`config.mk`:
```
export PLATFORM = sky130hd
export DESIGN_NAME = alu_pipe_stream
export DESIGN_NICKNAME = d
export VERILOG_FILES = /design/src/rtl/alu_pkg.sv /design/src/rtl/alu_result_fifo.sv /design/src/rtl/alu_pipe_stream.sv
export SDC_FILE = /design/constraint.sdc
export NUM_CORES = 1
export LEC_CHECK = 0
export ABC_AREA = 1
export BUFFER_PORTS_ARGS = -buffer_cell sky130_fd_sc_hd__clkbuf_2
export CORE_MARGIN = 1
export CORE_UTILIZATION = 30
export CTS_CLUSTER_SIZE = 10
export DETAILED_ROUTE_END_ITERATION = 12
export GPL_TIMING_DRIVEN = 0
export PLACE_DENSITY = 0.54
export SLEW_MARGIN = 30
export SYNTH_ARGS = -nofsm -noshare
export SYNTH_HDL_FRONTEND = slang
export SYNTH_HIERARCHICAL = 1
export SYNTH_SLANG_ARGS = --single-unit
```
`constraint.sdc`:
```
create_clock -name clk -period 5.6 [get_ports clk]
set_input_delay 0.56 -clock clk [delete_from_list [all_inputs] [get_ports clk]]
set_output_delay 0.56 -clock clk [all_outputs]
set_load 0.01 [all_outputs]
```
`src/rtl/alu_pkg.sv`:
```
// alu_pkg: opcode encoding, result record and the shared ALU compute function.
// The compute function works on a fixed maximum width and is told the real
// operand width at the call site, so every WIDTH instance shares one body.
package alu_pkg;

  typedef enum logic [2:0] {
    ADD   = 3'd0,
    SUB   = 3'd1,
    AND   = 3'd2,
    OR    = 3'd3,
    XOR   = 3'd4,
    SHL   = 3'd5,
    SHR   = 3'd6,
    PASSA = 3'd7
  } alu_op_e;

  // Widest operand the compute function supports.
  localparam int MAXW = 64;
  // Index widths for the MAXW+1 carry vector and the MAXW operand vector.
  localparam int IW = $clog2(MAXW + 1);
  localparam int SW = $clog2(MAXW);

  // Result record; users keep the low WIDTH bits of z.
  typedef struct packed {
    logic            cout;
    logic [MAXW-1:0] z;
  } alu_res_t;

  // Evaluate one op at operand width w (2..MAXW). Bits of a/b above w are ignored.
  function automatic alu_res_t alu_compute(
    input alu_op_e         op,
    input logic [MAXW-1:0] a,
    input logic [MAXW-1:0] b,
    input logic            ci,
    input int unsigned     w
  );
    alu_res_t        r;
    logic [MAXW-1:0] mask;
    logic [MAXW-1:0] am;
    logic [MAXW-1:0] bm;
    logic [MAXW-1:0] ci_ext;
    logic [MAXW:0]   wide;
    r      = '{cout: 1'b0, z: {MAXW{1'b0}}};
    mask   = {MAXW{1'b1}} >> (MAXW - w);
    am     = a & mask;
    bm     = b & mask;
    ci_ext = {{(MAXW-1){1'b0}}, ci};
    wide   = {(MAXW+1){1'b0}};
    case (op)
      ADD: begin
        // Carry out lands on bit w of the widened sum.
        wide   = {1'b0, am} + {1'b0, bm} + {1'b0, ci_ext};
        r.z    = wide[MAXW-1:0] & mask;
        r.cout = wide[IW'(w)];
      end
      SUB: begin
        // A borrow wraps the widened difference, which sets bit w.
        wide   = {1'b0, am} - {1'b0, bm} - {1'b0, ci_ext};
        r.z    = wide[MAXW-1:0] & mask;
        r.cout = wide[IW'(w)];
      end
      AND: begin
        r.z    = am & bm;
        r.cout = 1'b0;
      end
      OR: begin
        r.z    = am | bm;
        r.cout = 1'b0;
      end
      XOR: begin
        r.z    = am ^ bm;
        r.cout = 1'b0;
      end
      SHL: begin
        r.z    = ((am << 32'd1) | ci_ext) & mask;
        r.cout = am[SW'(w - 32'd1)];
      end
      SHR: begin
        r.z    = (am >> 32'd1) | (ci_ext << (w - 32'd1));
        r.cout = am[0];
      end
      PASSA: begin
        r.z    = am;
        r.cout = 1'b0;
      end
      default: begin
        r.z    = am;
        r.cout = 1'b0;
      end
    endcase
    return r;
  endfunction

endpackage

```
`src/rtl/alu_result_fifo.sv`:
```
// alu_result_fifo: synchronous result FIFO with push/pop, occupancy count and
// a combinational view of the head entry. The caller guarantees no push when
// full and no pop when empty (the credit rule in the top ensures the former).
module alu_result_fifo #(
  parameter int DW    = 9,
  parameter int DEPTH = 4
) (
  input  logic                    clk,
  input  logic                    rst,
  input  logic                    push,
  input  logic [DW-1:0]           din,
  input  logic                    pop,
  output logic [DW-1:0]           head,
  output logic [$clog2(DEPTH):0]  count
);

  localparam int AW = $clog2(DEPTH);

  logic [DW-1:0] mem_r [DEPTH];
  logic [AW-1:0] wr_ptr_r;
  logic [AW-1:0] rd_ptr_r;
  logic [AW:0]   count_r;

  // Storage write; contents need no reset because count gates every read.
  always_ff @(posedge clk) begin
    if (push) begin
      mem_r[wr_ptr_r] <= din;
    end
  end

  // Pointer and occupancy update; pointers wrap naturally at DEPTH.
  always_ff @(posedge clk) begin
    if (rst) begin
      wr_ptr_r <= {AW{1'b0}};
      rd_ptr_r <= {AW{1'b0}};
      count_r  <= {(AW+1){1'b0}};
    end else begin
      if (push) begin
        wr_ptr_r <= wr_ptr_r + AW'(1'b1);
      end
      if (pop) begin
        rd_ptr_r <= rd_ptr_r + AW'(1'b1);
      end
      case ({push, pop})
        2'b10:   count_r <= count_r + (AW+1)'(1'b1);
        2'b01:   count_r <= count_r - (AW+1)'(1'b1);
        default: count_r <= count_r;
      endcase
    end
  end

  // Head entry and occupancy straight from registered state.
  always_comb begin
    head  = mem_r[rd_ptr_r];
    count = count_r;
  end

endmodule

```
`src/rtl/alu_pipe_stream.sv`:
```
// alu_pipe_stream: two-stage streaming ALU. Stage 1 registers the accepted
// operands, stage 2 computes and writes straight into the result FIFO.
// Backpressure is credit based: the producer is stopped once the FIFO plus
// the stage-1 slot could fill the FIFO, so stage 2 never has to stall.
module alu_pipe_stream
  import alu_pkg::*;
#(
  parameter int WIDTH = 8,
  parameter int DEPTH = 4
) (
  input  logic             clk,
  input  logic             rst,
  input  logic             pushin,
  output logic             stopout,
  input  logic [WIDTH-1:0] a,
  input  logic [WIDTH-1:0] b,
  input  logic             ci,
  input  logic [2:0]       ctl,
  output logic [WIDTH-1:0] z,
  output logic             cout,
  output logic             pushout,
  input  logic             stopin
);

  localparam int CW = $clog2(DEPTH) + 1;
  localparam logic [CW:0] DEPTH_C = (CW+1)'(DEPTH);

  // Stage 1 operand register
  logic             s1_valid_r;
  logic [WIDTH-1:0] s1_a_r;
  logic [WIDTH-1:0] s1_b_r;
  logic             s1_ci_r;
  alu_op_e          s1_op_r;

  // Stage 2 / FIFO interface
  alu_res_t         res_s;
  logic [WIDTH:0]   fifo_din_s;
  logic [WIDTH:0]   head_s;
  logic [CW-1:0]    count_s;
  logic [CW:0]      credit_s;
  logic             stop_s;
  logic             accept_s;
  logic             have_s;
  logic             pop_s;
  logic             unused_res_s;

  // Credit compare and handshake decode, all from registered state except the
  // final AND with pushin/stopin, which never feeds back into stopout.
  always_comb begin
    credit_s = {1'b0, count_s} + {{CW{1'b0}}, s1_valid_r};
    stop_s   = (credit_s >= DEPTH_C);
    have_s   = (count_s != {CW{1'b0}});
    accept_s = pushin & ~stop_s;
    pop_s    = have_s & ~stopin;
  end

  // Stage 1: latch operands on accept; valid drops whenever nothing is taken.
  always_ff @(posedge clk) begin
    if (rst) begin
      s1_valid_r <= 1'b0;
      s1_a_r     <= {WIDTH{1'b0}};
      s1_b_r     <= {WIDTH{1'b0}};
      s1_ci_r    <= 1'b0;
      s1_op_r    <= PASSA;
    end else begin
      s1_valid_r <= accept_s;
      if (accept_s) begin
        s1_a_r  <= a;
        s1_b_r  <= b;
        s1_ci_r <= ci;
        s1_op_r <= alu_op_e'(ctl);
      end
    end
  end

  // Stage 2: compute from the stage-1 register and pack {cout, z} for the FIFO.
  always_comb begin
    res_s        = alu_compute(s1_op_r, MAXW'(s1_a_r), MAXW'(s1_b_r), s1_ci_r, WIDTH);
    fifo_din_s   = {res_s.cout, res_s.z[WIDTH-1:0]};
    unused_res_s = ^res_s;
  end

  alu_result_fifo #(
    .DW    (WIDTH + 1),
    .DEPTH (DEPTH)
  ) u_fifo (
    .clk   (clk),
    .rst   (rst),
    .push  (s1_valid_r),
    .din   (fifo_din_s),
    .pop   (pop_s),
    .head  (head_s),
    .count (count_s)
  );

  // Output drive: head shown only while valid, zeros otherwise.
  always_comb begin
    stopout = stop_s;
    pushout = have_s;
    if (have_s) begin
      z    = head_s[WIDTH-1:0];
      cout = head_s[WIDTH];
    end else begin
      z    = {WIDTH{1'b0}};
      cout = 1'b0;
    end
  end

endmodule

```
[After elaboration in Yosys (flattened, before gate mapping)]
Memories as Yosys holds them, arrays and structs flattened. A register that Yosys moved wholly into a read port is not among the register bits.
Cells that the tools add are included.
Storage, ports and cells
  memories kept: 1
  bits in writable memories: 36
  register bits after elaboration: 28
  output and inout port bits: 11
  word-level logic and storage cells: 48
Memory list
  u_fifo.mem_r: words 4, bits a word 9, read ports 1, clocked after Yosys merged registers in 1, write ports 1, RTL line alu_result_fifo.sv:19  | logic [DW-1:0] mem_r [DEPTH];
Operators by class
  $add $sub $neg: 9
  eq/ne operators: 9
  magnitude comparators: 1
  muxes and demuxes: 8
  bitwise logic cells: 9
  reduce and logical (&&, ||, !) cells: 3
Operators with widths (number)
  $pmux 65 s8: 1
  $eq 3x3->1 const B: 4
  $add 8x8->9: 1
  $add 9x1->9: 1
  $sub 8x8->9: 1
  $sub 9x2->9: 1
  $and 8x8->8: 1
  $mux 8: 1
  $or 7x8->8: 1
  $or 8x1->8: 1
  $or 8x8->8: 1
  $xor 8x8->8: 1
  $eq 3x2->1 const B: 2
  $pmux 3 s2: 1
  $add 2x1->2 const B: 2
  $add 3x1->4: 1
  $ge 4x3->1 const B: 1
  $mux 2: 2
  $add 3x1->3 const B: 1
  $eq 3x1->1 const B: 1
  $logic_not 3->1: 1
  $mux 1: 3
  $reduce_bool 3->1: 1
  $sub 3x1->3 const B: 1
  other kinds (5): 7

[Logic depth before layout (Yosys ltp)]
Gate-level depths: netlist (run 1).
  depth in word-level cells: 4
  gate-level depth with buffers: 13
  gate-level depth less buffers: 12

[By module]
The synthesis (run 1) kept the hierarchy.
By module, submodules not included
  alu_pipe_stream: cells each 380, area an instance 2332.2 um^2, times used 1, sequential area each 420.4 um^2
  alu_result_fifo: cells each 141, area an instance 1869.3 um^2, times used 1, sequential area each 1261.2 um^2

[Worst setup path after synthesis (run 1)]
OpenSTA, ideal clock, no wires.
  path kind: reg-to-reg
  start: register s1_a_r[0]
  end: memory u_fifo.mem_r[0][8] (data pin)
  arrival: 1779 ps
  cell stages (with the launch flop): 12
  slack: 3542 ps
  period minus slack after synthesis: 2058 ps
  buffers on the path: 0
  cell sequence: dfxtp_1 > inv_1 > fa_1 > fa_1 > nand2_1 > nand2_1 > nand2_1 > nand2_1 > nand2_1 > nand2_1 > nand3_1 > nand3b_1
RTL lines
  from (decl): RTL line alu_pipe_stream.sv:30  | logic [WIDTH-1:0] s1_a_r;
  from (signal assigned): RTL line alu_pipe_stream.sv:61  | s1_a_r <= {WIDTH{1'b0}};
  to (decl): RTL line alu_result_fifo.sv:19

==> reports/qor.yml, run 1 <==
cells_and_area:
  antenna_cells: 0
  final_layout_size_suffix_gt1_share_pct: 14.0
  fin_nets: 630
  syn_to_final_growth_pct: 16.0
  final_common_cell: "inv_1"
  final_cell_mix: "94 x inv_1, 90 x nand2_1, 50 x nor2_1"
global_routing:
  grt_remaining_overflow: 0
  grt_max_degree: 12
  grt_usage_pct: 14.9
  antenna_found_initial: 0
  grt_pass1_vias: 3314
  grt_first_pass_wirelength_um: 16600
timing:
  fin_crit_sh_pct: 45.3
  slew_headroom_pct: 67.0
  maxSlewViolCount: 0
  timing.final.crit_period_ns: 2.54
  rsz0062_at_grt: "no"
  fin_skew_ns: 0.00635
  tns_ns: 0
  setup_viol: 0
  worst_pin_slew_ns: 0.495
  final_hold_viol_count: 0
  fmax_ghz: 0.394
worst_setup_path:
  critPathLaunchType: "flop"
  reg2reg_slack_ns: 3.06
  rr_startpoint: "s1_a_r[0]$_SDFFE_PP0P_"
  reg2reg_to: "u_fifo/mem_r[3][7]$_DFFE_PP_"
  crit_type: "flop to flop"
  critical_path_buf_inv_count: 1
  critPathRequiredTime_ns: 5.63
  cp_cell_sequence: "inv_1, fa_1, ha_1, nor2_1, o21ai_0, nand2_1, nand2_1, nand2_1, nand3_1, nand3_1"
  worstSetupEndpointType: "flop"
  critPathMaxStageDelay_ns: 0.65
  crit_arrival_ns: 2.56
  cp_top_family: "adder cells"
  cp_max_fo: 7
  cpMostUsedCell: "nand2_1"
  critPathSlowestCell: "fa_1"
  reg2regPathDepth: 10
power_and_ir_drop:
  p_leak_nw: 2.25
  pwr-share-clk_pct: 26.1
  power_density_mw_per_mm2: 409
  swShare_pct: 39.2
  irDropWorstVdd_mv: 0.217
  power.switching_uw: 782
  power_frac_comb_pct: 41.7
  intPower_mw: 1.21
  p_total_mw: 1.99
  seq_power_share_pct: 32.2
synthesis:
  syn_area_sq_mm: 0.00420
  async_reset_ff_share_pct: 0
  synth_nets: 585
  ys_seq_elements: 66
  synth_cells: 521
  synth_edf_count: 36
  synth_warnings: 6
  ys_types: 32
  ys.flop_type: "edfxtp_1"
  ys_seq_area_share_pct: 40.0
  syn_avg_cell_area_sq_um: 8.06
drt:
  first_iter_violations: 263
  vias_per_cell: 4.71
  drtPass1Iterations: 4
  vias: 3516
  ant_nets: 0
  route.detailed.drc: 0
  totalWireLength_um: 10300
  routedWlPerCell_um: 13.8
run:
  maxCapViolCount: 0
hold_path:
  min_to: "s1_op_r[2]$_SDFFE_PP1P_"
  hold_depth: 3
  min_from: "ctl[2]"
  min_path_type: "primary input to flop"
die:
  fp.dieW_um: 120
  die-area_sq_mm: 0.0145
  fp.dieH_um: 120
  core_area_sq_mm: 0.0135
  io-pin-count: 35
  start_util_pct: 31.2
  num_rows: 42
cts:
  cts_buffer_depth: 2
  worstSkewPairLatency_ns: 0.33
  cts_root_buf: "clkbuf_16"
  hold_buffers: 0
  htree_levels: 3
  cts_buffers: 9
  post_cts_buffers: 0
  cts.sinks: 66
  ctsResizeCount: 0
  clk_pin_slew_ns: 0.05
  cts_tree: "done"
placed_design:
  io_buffers: 34
  dpl.hpwl_um: 8020
  gp_congestion: 0.887
outcome:
  status: "finished, final reports clean"
==> registers in the layout, indices dropped and copies added, names as in the netlist, named ones only <==
register         count
s1_ci_r              1
s1_op_r              3
s1_a_r               8
u_fifo/count         3
u_fifo/rd_ptr_r      2
u_fifo/mem_r        36
s1_valid_r           1
u_fifo/wr_ptr_r      2
s1_b_r               8
==> synthesized netlist by cell type (2+ instances only) <==
cell      instances  area share, %
o22ai_2           9            2.7
o22ai_1          10            1.5
clkbuf_1          5           0.45
nor2_2            9            1.3
nor3_1            2           0.24
o21ai_0          43            5.1
nand2_1          90            8.0
buf_2             2           0.24
edfxtp_1         36             26
a21oi_1          32            3.8
buf_6             3           0.80
ha_1             35             10
nand4_1          12            1.8
inv_1            94            8.4
xor2_1            3           0.63
dfxtp_1          30             14
o211ai_1          7            1.3
nand3_1          31            3.7
nor2_1           50            4.5
o21ai_2           2           0.42
fa_1              5            2.4
==> per-layer routing <==
| metal | vias to the layer above | GRT usage (%) | wire length, um |
|---|---|---|---|
| met5 | - | 0 | 0 |
| met4 | 0 | 3.78 | 66 |
| met3 | 6 | 3.30 | 398 |
| met2 | 87 | 25.1 | 4840 |
| met1 | 1620 | 19.3 | 5010 |
| li1 | 1803 | - | - |
==> power by group through the flow <==
stage               Combinational (mW)  Sequential (mW)  Clock [mW]
floorplan                        0.600            0.640           0
global placement                 0.810            0.650           0
detailed placement               0.832            0.652           0
CTS                              0.836            0.642       0.534
global route                     0.940            0.650       0.553
finish                           0.832            0.641       0.521
==> worst register-to-register path, cell delays in order (launching register included) <==
cell and delay (ns):
dfxtp_1 0.33, inv_1 0.17, fa_1 0.65, ha_1 0.16, nor2_1 0.05, o21ai_0 0.35, nand2_1 0.15, nand2_1 0.09
nand2_1 0.05, nand3_1 0.07, nand3_1 0.16
==> final cells by class <==
type / count / area (sq um)
Buffer: 12 / 90.1
Clock buffer: 12 / 256
Clock inverter: 4 / 26.3
Fill cell: 1438 / 8580
Inverter: 96 / 368
Multi-Input combinational cell: 347 / 2060
Sequential cell: 66 / 1680
Tap cell: 176 / 220
Timing Repair Buffer: 34 / 170
==> per-stage QoR <==
| step | std cells | area (sq um) | hold slack (ns) | util (%) | worst slack [ns] |
|---|---|---|---|---|---|
| finish | 747 | 4870 | 0.448 | 36.2 | 3.06 |
| global route | 747 | 4870 | 0.456 | 36.2 | 2.84 |
| CTS | 747 | 4870 | 0.442 | 36.2 | 3.02 |
| detailed placement | 731 | 4590 | 0.449 | 34.1 | 3.03 |
| global placement | 731 | 4590 | 0.430 | 34.1 | 3.12 |
| floorplan | 521 | 4200 | 0.412 | - | 3.54 |
==> cell families (layout without fill, tap and decap cells) <==
group	after synthesis	in the layout	synth area share (%)
fa+ha+maj	40	40	12.8
buf+inv	108	158	10.9
flops	66	66	40.0
simple gates	197	197	20.1
xor+xnor	3	3	0.625
compound gates	107	107	15.5
==> worst max-delay path by stage <==
stage          slack (ns)                      endpoint  depth (start not counted)              startpoint
2_1_floorplan        3.54  u_fifo/mem_r[0][8]$_DFFE_PP_                         11  s1_a_r[0]$_SDFFE_PP0P_
3_3_place_gp         3.12  u_fifo/mem_r[2][7]$_DFFE_PP_                         10  s1_a_r[0]$_SDFFE_PP0P_
3_5_place_dp         3.03  u_fifo/mem_r[3][7]$_DFFE_PP_                         10  s1_a_r[0]$_SDFFE_PP0P_
4_1_cts              3.02  u_fifo/mem_r[3][7]$_DFFE_PP_                         10  s1_a_r[0]$_SDFFE_PP0P_
5_1_grt              2.84  u_fifo/mem_r[2][5]$_DFFE_PP_                         10  s1_a_r[0]$_SDFFE_PP0P_
6_report             3.06  u_fifo/mem_r[3][7]$_DFFE_PP_                         10  s1_a_r[0]$_SDFFE_PP0P_
Note: power is estimated with default switching activity, not from simulation.
==> run 2, diff against run 1 <==
--- a/config.mk
+++ b/config.mk
@@ -12,7 +12,7 @@
 export CTS_CLUSTER_SIZE = 10
 export DETAILED_ROUTE_END_ITERATION = 12
 export GPL_TIMING_DRIVEN = 0
-export PLACE_DENSITY = 0.54
+export PLACE_DENSITY = 0.55
 export SLEW_MARGIN = 30
 export SYNTH_ARGS = -nofsm -noshare
 export SYNTH_HDL_FRONTEND = slang
==> constraint.sdc (replaced) <==
create_clock -name clk -period 2.3 [get_ports clk]
set_input_delay 0.23 -clock clk [delete_from_list [all_inputs] [get_ports clk]]
set_output_delay 0.23 -clock clk [all_outputs]
set_load 0.01 [all_outputs]
==> reports/qor.yml, run 2 (synthesis results as in run 1) <==
outcome:
  status: "finished, final reports clean"  # unchanged
drt:
  first_iter_violations: 332  # was 263
  drtPass1Iterations: 5  # was 4
  vias: 3561  # was 3516
  ant_nets: 0  # unchanged
  wl_met3_um: 453  # was 398 um
  top_layer: "met4"  # unchanged
  wl_met2_um: 4830  # was 4840 um
  totalWireLength_um: 10300  # about the same
  wl_met1_um: 4910  # was 5010 um
  route.detailed.drc: 0  # unchanged
  vias_per_cell: 4.77  # was 4.71
  routedWlPerCell_um: 13.8  # about the same
worst_setup_path:
  cp_max_fo: 7  # unchanged
  critPathMaxStageDelay_ns: 0.43  # was 0.65 ns
  cp_cell_sequence: "inv_4, fa_2, fa_2, nand2_1, nand2_1, nand2_1, nand2_1, nand2_1, nand2_1, nand3_1, nand3b_1"  # was inv_1, fa_1, ha_1, nor2_1, o21ai_0, nand2_1, nand2_1, nand2_1, nand3_1, nand3_1
  critPathRequiredTime_ns: 2.33  # was 5.63 ns
  critPathSlowestCell: "fa_2"  # was fa_1
  worstSetupEndpointType: "flop"  # unchanged
  crit_type: "flop to flop"  # unchanged
  crit_arrival_ns: 2.22  # was 2.56 ns
  critPathLaunchType: "flop"  # unchanged
  cpMostUsedCell: "nand2_1"  # unchanged
power_and_ir_drop:
  seq_power_share_pct: 31.1  # was 32.2%
  p_total_mw: 5.05  # was 1.99 mW
  swShare_pct: 38.9  # was 39.2%
  p_leak_nw: 2.26  # was 2.25 nW
  intPower_mw: 3.09  # was 1.21 mW
  power_frac_comb_pct: 42.0  # was 41.7%
  irDropWorstVdd_mv: 0.351  # was 0.217 mV
  pwr-share-clk_pct: 26.9  # was 26.1%
  power.switching_mw: 1.96  # was 782 uW
  power_density_mw_per_mm2: 1010  # was 409 mW/mm^2
die:
  fp.dieH_um: 120  # unchanged
  die-area_sq_mm: 0.0145  # unchanged
  core_area_sq_mm: 0.0135  # unchanged
  start_util_pct: 31.2  # unchanged
  fp.dieW_um: 120  # unchanged
  num_rows: 42  # unchanged
  io-pin-count: 35  # unchanged
cells_and_area:
  antenna_cells: 0  # unchanged
  final_cell_mix: "93 x inv_1, 90 x nand2_1, 49 x nor2_1"  # was 94 x inv_1, 90 x nand2_1, 50 x nor2_1
  final_common_cell: "inv_1"  # unchanged
  final_layout_size_suffix_gt1_share_pct: 18.0  # was 14.0%
  largest_reg_flops: 36  # unchanged
  syn_to_final_growth_pct: 18.8  # was 16.0%
  fin_nets: 630  # unchanged
  instances_no_fill: 747  # unchanged
  nFillCells: 1437  # was 1438
  reg_top3: "u_fifo/mem_r: 36 flops, s1_a_r: 8 flops, s1_b_r: 8 flops"  # unchanged
  largest-register: "u_fifo/mem_r"  # unchanged
timing:
  final_hold_viol_count: 0  # unchanged
  setup_viol: 0  # unchanged
  fin_crit_sh_pct: 95.5  # was 45.3%
  worst_pin_slew_ns: 0.494  # was 0.495 ns
  timing.final.crit_period_ns: 2.20  # was 2.54 ns
  fin_skew_ns: 0.00843  # was 0.00635 ns
  maxSlewViolCount: 0  # unchanged
  fmax_ghz: 0.456  # was 0.394 GHz
  slew_headroom_pct: 66.9  # was 67.0%
cts:
  clk_pin_slew_ns: 0.06  # was 0.05 ns
  cts_root_buf: "clkbuf_16"  # unchanged
  cts.sinks: 66  # unchanged
  worstSkewPairLatency_ns: 0.33  # about the same
  cts_tree: "done"  # unchanged
  hold_buffers: 0  # unchanged
  htree_levels: 3  # unchanged
  cts_buffer_depth: 2  # unchanged
  post_cts_buffers: 0  # unchanged
  cts_buffers: 9  # unchanged
placed_design:
  placed_cells: 731  # unchanged
  gp_congestion: 0.876  # was 0.887
  io_buffers: 34  # unchanged
  dpl.hpwl_um: 7920  # was 8020 um
hold_path:
  min_path_type: "primary input to flop"  # unchanged
global_routing:
  antenna_found_initial: 0  # unchanged
  grt_first_pass_wirelength_um: 16700  # was 16600 um
  grt_pass1_vias: 3433  # was 3314
  grt_remaining_overflow: 0  # unchanged
  grt_max_degree: 13  # was 12
  grt_usage_pct: 14.9  # about the same
run:
  maxCapViolCount: 0  # unchanged
==> run 2: timing repair <==
item | in CTS | in global routing
endpoints found under the setup margin | 26 | 29
cloned | 0 | 0
pin swaps | 1 | 4
gates resized for setup | 12 | 16
==> run 2: layout make-up <==
cell class                 count  area (sq um)  share of cell area [%]
inverter                      96           370                    7.42
multi-input combinational    347          2150                    43.2
clock inverter                 6          66.3                    1.33
sequential                    66          1690                    33.8
tap                          176           220                    4.41
timing repair buffer          34           170                    3.41
clock buffer                  10           229                    4.59
buffer                        12          93.8                    1.88
==> run 2: worst max-delay path: cells and delay by family (launching register included) <==
family	cells	cell delay (ns)
adders and majority gates	2	0.80
DFF	1	0.35
buffers and inverters	1	0.07
and+or+nand+nor	8	0.68
==> run 2: power by group through the flow <==
| stage | Combinational (mW) | Sequential [mW] | Clock, mW |
|---|---|---|---|
| 3_3_place_gp | 1.97 | 1.58 | 0 |
| 3_5_place_dp | 2.02 | 1.59 | 0 |
| 2_1_floorplan | 1.46 | 1.56 | 0 |
| 6_report | 2.12 | 1.57 | 1.36 |
| 4_1_cts | 2.07 | 1.56 | 1.39 |
| 5_1_grt | 2.41 | 1.59 | 1.42 |
==> run 2: per-stage QoR <==
stage          setup TNS, ns  util (%)  hold WS, ns  area, sq um  worst slack [ns]
2_1_floorplan              0         -        0.302         4200             0.242
3_3_place_gp           -2.67      34.1        0.429         4590            -0.175
3_5_place_dp           -4.13      34.1        0.434         4590            -0.289
4_1_cts                    0      36.6       0.0988         4920            0.0167
5_1_grt            -0.000182      37.1        0.117         4990         -0.000182
6_report                   0      37.1        0.106         4990             0.105
==> run 2: per-layer routing <==
metal  vias to the layer above  global-route usage, %
li1                       1813                      -
met1                      1656                   19.2
met2                        80                   25.1
met3                        12                   2.83
met4                         0                   5.17
met5                         -                      0
==> run 2: final timing paths <==
check	slack, ns	cells past startpoint	start	endpoint
setup / recovery	0.10	11	s1_a_r[0]$_SDFFE_PP0P_	u_fifo/mem_r[2][8]$_DFFE_PP_
hold / removal	0.11	3	ctl[0]	s1_op_r[0]$_SDFFE_PP1P_
setup reg to reg	0.10	11	s1_a_r[0]$_SDFFE_PP0P_	u_fifo/mem_r[2][8]$_DFFE_PP_
hold reg to reg	0.44	1	u_fifo/rd_ptr_r[1]$_SDFFE_PP0P_	u_fifo/rd_ptr_r[1]$_SDFFE_PP0P_
